--- config.mk ---
export PLATFORM = sky130hd
export DESIGN_NAME = countdown_timer
export DESIGN_NICKNAME = d
export VERILOG_FILES = /design/src/rtl/countdown_timer.sv
export SDC_FILE = /design/constraint.sdc
export NUM_CORES = 1
export LEC_CHECK = 0
export ABC_AREA = 1
export CAP_MARGIN = 20
export CORE_AREA = 2 2 39 41
export CTS_BUF_LIST = sky130_fd_sc_hd__clkbuf_16
export DETAILED_ROUTE_END_ITERATION = 10
export DIE_AREA = 0 0 41 43
export HOLD_SLACK_MARGIN = 0.05
export PLACE_DENSITY = 0.79
export SETUP_SLACK_MARGIN = 0.02
export SLEW_MARGIN = 20
export SYNTH_ARGS = -nofsm -noshare
export SYNTH_HDL_FRONTEND = slang
export SYNTH_SLANG_ARGS = --single-unit
--- constraint.sdc ---
create_clock -name clk -period 1.4 [get_ports clk]
set_input_delay 0.14 -clock clk [delete_from_list [all_inputs] [get_ports clk]]
set_output_delay 0.14 -clock clk [all_outputs]
set_load 0.01 [all_outputs]
--- src/rtl/countdown_timer.sv ---
// rtl/countdown_timer.sv - loadable down-counter with terminal-count pulse and auto-reload
module countdown_timer #(
  parameter int WIDTH = 3
) (
  input  logic             clk,
  input  logic             reset,
  input  logic             enable,
  input  logic             load,
  input  logic [WIDTH-1:0] load_value,
  input  logic             reload,
  output logic [WIDTH-1:0] count,
  output logic             zero,
  output logic             tc,
  output logic             running
);

  localparam logic [1:0] IDLE = 2'd0;
  localparam logic [1:0] RUN  = 2'd1;
  localparam logic [1:0] DONE = 2'd2;

  localparam logic [WIDTH-1:0] ONE = WIDTH'(1);

  logic [1:0]       state;
  logic [WIDTH-1:0] reload_reg;

  assign zero    = (count == '0);
  assign running = (state == RUN);

  always_ff @(posedge clk) begin
    if (reset) begin
      count      <= '0;
      reload_reg <= '0;
      state      <= IDLE;
      tc         <= 1'b0;
    end else if (load) begin
      // A zero load parks the timer in DONE so RUN never holds a zero count
      count      <= load_value;
      reload_reg <= load_value;
      state      <= (load_value != '0) ? RUN : DONE;
      tc         <= 1'b0;
    end else begin
      tc <= 1'b0;
      case (state)
        RUN: begin
          if (enable) begin
            if (count == ONE) begin
              tc <= 1'b1;
              if (reload) begin
                count <= reload_reg;
              end else begin
                count <= '0;
                state <= DONE;
              end
            end else begin
              count <= count - ONE;
            end
          end
        end
        IDLE, DONE: begin
          state <= state;
        end
        default: begin
          state <= IDLE;
        end
      endcase
    end
  end

endmodule

# [Yosys cells after proc, flatten, opt, wreduce, memory -nomap -nowiden]
# Cells that the tools add are included.
[word_totals] register_bits=9 out_inout_bits=6
[classes] add_sub_neg=1 n_eq_ne=7 mux=12 bitwise_logic=2 reduce_logical=9
[ops] operator="3-bit 2-to-1 mux" count=5
[ops] operator="2-bit 2-to-1 mux" count=5
[ops] operator="3-bit inequality test, second input constant" count=2
[ops] operator="2-bit case mux with 2 select lines" count=1
[ops] operator="4-bit AND reduction" count=1
[ops] operator="2-bit nonzero test" count=2
[ops] operator="4-bit OR reduction" count=1
[ops] operator="3-bit by 1-bit == test with 1-bit output, second input constant" count=1
[ops] operator="3-bit logical NOT" count=1
[ops] operator="3-bit by 2-bit inequality test with 1-bit output, second input constant" count=1
[ops] operator="3-bit nonzero test" count=1
[ops] operator="3-bit by 1-bit subtractor with 3-bit output, second input constant" count=1
[ops] operator="2-bit by 1-bit == test with 1-bit output, second input constant" count=1
[ops] operator="2-bit == test, second input constant" count=1
[ops] operator="2-bit logical NOT" count=1
[ops] operator="2-bit inequality test, second input constant" count=1
[ops] operator="1-bit NOT" count=2
[ops] operator="2-bit AND reduction" count=1
[ops] operator="2-bit OR reduction" count=1
[ops] operator="1-bit 2-to-1 mux" count=1

# [Longest topological paths before layout]
[depth] word_depth=5 mapped_depth=9

# [Worst setup path after synthesis]
# No wires, ideal clock.
[synth_timing] path_type="reg2reg" from="register count[0]" to="register count[2]" setup_ps=109 t_arrival_ps=1166 t_required_ps=1291 slack_ps=125 stages_incl_launch_ff=9 path_buffers=0 synth_period_minus_slack_ps=1275 path_cell_list="dfxtp_1 -> inv_1 -> ha_1 -> ha_1 -> nand2_1 -> nand3_1 -> nand3_1 -> nand2_1 -> inv_1"
[synth_via] elab_chain_len=5 word_cells_on_any_way=6 cone_classes="add/sub (1); eq/ne (1); mux (4)"
[synth_lines] element="from (decl)" line="11" text="output logic [WIDTH-1:0] count,"
[synth_lines] element="from (signal assigned)" line="37" text="count <= load_value;"
[synth_lines] element="from (signal assigned)" line="49" text="count <= reload_reg;"
[synth_lines] element="from (signal assigned)" line="55" text="count <= count - ONE;"
[synth_lines] element="3-bit by 1-bit subtractor with 3-bit output or 3-bit by 1-bit == test with 1-bit output (tied branches)" line="55, 46"
[synth_lines] element="3-bit 2-to-1 mux *" line="46" text="if (count == ONE) begin"
[synth_lines] element="3-bit 2-to-1 mux *" line="45" text="if (enable) begin"
[synth_lines] element="3-bit 2-to-1 mux *" line="43" text="case (state)"
[synth_lines] element="3-bit 2-to-1 mux *" line="35" text="end else if (load) begin"
# Mark *: on every way between the ends. The rest lies on a longest branch, timed or not. The select of a mux whose other input is x is not followed.
# A chain may end at the register's enable or synchronous reset.

# [Worst setup path after layout]
[layout_timing] from="register count[2]" to="output count[2]"
# No word-level cell between the ends.

==> results list <==
- Antenna viol nets, final: 0
- Result of the run: finished clean
* Source of the worst register-to-register timing path: count[0]
- The first global-routing pass estimated 1950 um of wire.
- The tool flagged a number of max-cap violations equal to 0.
- Of the total power, combinational logic draws 0.173.
- From synthesis to final layout, the design area changed by 46.7%.
* DRC violations left: 0
- Number of endpoints with negative hold slack in the final report: 0
* Cells taking the most area after synthesis: sky130_fd_sc_hd__dfxtp_1, sky130_fd_sc_hd__nand2_1, sky130_fd_sc_hd__ha_1
- Multiplexer share of the synthesized area: 0
* Crit path launch type: flop
* Initial core utilization: 0.383
- Predominant post-synthesis flop cell: sky130_fd_sc_hd__dfxtp_1
- The via count of the first global-routing pass came to 478.
* Die Ht: 43 um
- The first detailed-routing pass ran for 4 iterations.
* Synthesized-area fraction occupied by ao, oa, aoi and oai cells: 0.0731
- Master of the slowest instance on the critical path: sky130_fd_sc_hd__clkdlybuf4s50_1
- Entering global routing, the biggest net connects 12 pins.
- Across the VDD grid, the largest voltage drop is 769 uV.
* Number of diodes: 0
* Clk_lat worst skew: 0.24 ns
- After detailed routing, the average wire length per cell comes to 10.2 um.
* Switching portion of total power: 0.236
- Fraction of the yosys area taken by sequential cells: 0.340
* YS warnings: 0
- Critical hold path startpoint: reload_reg[0]
* Switching power summed over all nets: 0.225 mW
- Fraction of post-synthesis cell area in the top cell type by area: 0.340
- The critical path is of the flop to output pin type.
- Of the cells placed in the final design, the portion with a size suffix greater than 1 is 0.192.
- Buffers inserted during clock tree synthesis total 3.
- Maximum net fanout on the critical path: 3
* # port buffers: 13
- Smallest setup slack after layout: 0.0989 ns
* Global placer's final weighted congestion: 0.808
- Main combinational cell family by area after synthesis: simple AND/OR/NAND/NOR gates
- Synth Area in Simple Gates: 0.417
* Cell Pwr Density: 1220 nW/um^2
- Post-cts hold buffer count: 0
* Number of synthesized flops with an enable pin: 0
* Post-placement setup slack: 0.0330 ns
* Worst path arrival time: 1.16 ns
* Normalized max-slew margin: 0.857
* Ys async rst share: 0
* Number of placed instances with taps included: 111
- The detailed router finished its first iteration with 12 violations.
- Final setup violation count: 0
- TritonCTS built the clock tree.
* Netlist cell types: 19
- Dominant cell type by area after synthesis: sky130_fd_sc_hd__dfxtp_1
- Maximum clock rate: 0.769 GHz
- After detailed routing, the total wire length is 1170 um.
- CTS built an H-tree with a depth of 1.
- Broken down by cell family, the worst path's largest delay share belongs to buffers and inverters.
- Using the TritonRoute via totals, the vias-per-cell ratio works out to 4.90.
- Most common cell in the netlist: sky130_fd_sc_hd__nand2_1
- Of the total power, registers draw 0.302.
- Crit path buffers/inverters: 1
- The die covers 1760 um^2.
* Core region area: 1380 um^2
- Setup repair after global routing could not meet its margin everywhere.
- The count of pins over their slew limit was 0.
- Counting every net in the synthesized netlist gives 90.
- Final critical-path required period: 1.30 ns
* Clk network pwr share: 0.525
- Gr ovfl total: 0
- At the worst endpoint, the required time is 1.26 ns.
- For the final database, setup skew stands at 0.00164 ns.
- Final hold slack: 0.469 ns
- Half-perimeter wire length after detailed placement: 909 um
- In the final design database the tool counted 111 nets.
- Average cell area after synthesis: 6.72 um^2
- Leak: 0.374 nW
* Number of buffers on the longest clock path: 2
- After clock tree synthesis, the clock-pin slew on the worst setup and hold paths is 0.04 ns.
* Post-synth top cells: sky130_fd_sc_hd__nand2_1, sky130_fd_sc_hd__nor2_1, sky130_fd_sc_hd__dfxtp_1, sky130_fd_sc_hd__inv_1, sky130_fd_sc_hd__nand3_1
- The cell area that synthesis handed to floorplanning was 531 um^2.
- Fraction of the mapped netlist area in adder cells: 0.0708
* Worst min-delay path class: flop to flop
- Excluding fillers, the count of instances in the completed layout stands at 115.
- The initial antenna violation count is 0.
- The tree is rooted in a sky130_fd_sc_hd__clkbuf_16.
- Number of sinks driven by the clock tree: 9
- Summed over all failing endpoints, the final setup total negative slack is 0 ns.
- Synthesized instance count: 79
- Final cycle utilization of the critical path: 0.929
- The floorplan step set the die width to 41 um.
* Cell Int Power: 0.726 mW
- Global-route usage over all layers: 0.172
- In this run the count of I/O pins placed on the die edge is 14.
- STA classifies the critical path endpoint as an output pin.
- At the pin with the least slew margin, the transition time is 0.214 ns.
- The critical path goes through clkdlybuf4s50_1.
- Synthesis inferred 9 register bits.
- Tracing the worst setup path back leads to its startpoint at count[2].
- Post-Synth XOR/XNOR Area: 0
* Site row count: 14
* Number of vias after detailed routing: 564
- On the worst path, the slowest cell contributes a delay of 0.55 ns.
==> per-layer routing <==
layer  part of all wire  GRT usage
met1               0.42      0.221
met5                  0          0
met3              0.055     0.0628
met4              0.030      0.120
met2               0.49      0.228
==> through the flow <==
step                area, um^2  power, mW  utilization
global placement           699      0.454        0.505
detailed placement         699      0.459        0.505
finish                     778      0.950        0.562
global route               778       1.00        0.562
floorplan                  531      0.382            -
CTS                        778      0.959        0.562
==> area by class of cell <==
cell class | instances | area [um^2]
fill | 139 | 606
multi-input combinational | 58 | 300
sequential | 9 | 181
timing repair buffer | 17 | 156
clock buffer | 3 | 75.1
inverter | 11 | 41.3
tap | 16 | 20.0
clock inverter | 1 | 3.75
==> worst paths after layout <==
check,end,slack [ns],depth (start not counted)
max reg2reg,count[0],0.15,9
max,count[2],0.1,1
min,reload_reg[0],0.47,2
min reg2reg,reload_reg[0],0.47,2
==> placed cells by master, fill, tap and decap left out, drive strengths merged <==
master and n:
nor2 12, o21ai 3, dlygate4sd2 1, nand2 26, clkbuf 4, ha 3
buf 4, inv 11, nor3 1, dfxtp 9, a21oi 4, clkinv 1
dlymetal6s2s 1, nand3 8, clkdlybuf4s50 10, nand4 1
==> cell families (layout without fill, tap and decap cells) <==
group / after synthesis / count (layout)
AND/OR/NAND/NOR: 48 / 48
buffers and inverters: 12 / 32
flip-flops: 9 / 9
AO/OA/AOI/OAI: 7 / 7
adder cells (fa/ha/maj): 3 / 3
==> repair_timing <==
action / CTS / global route
resized for setup: 4 / 3
endpoints found under the setup margin: 2 / 4
setup buffers: 0 / 0
==> power groups by stage <==
stage / combinational (mW) / sequential, mW / clock, mW
finish: 0.164 / 0.287 / 0.499
global route: 0.182 / 0.290 / 0.532
CTS: 0.167 / 0.286 / 0.506
detailed placement: 0.169 / 0.290 / 0
global placement: 0.165 / 0.289 / 0
floorplan: 0.0894 / 0.293 / 0
Power figures use the tool's default switching activity.
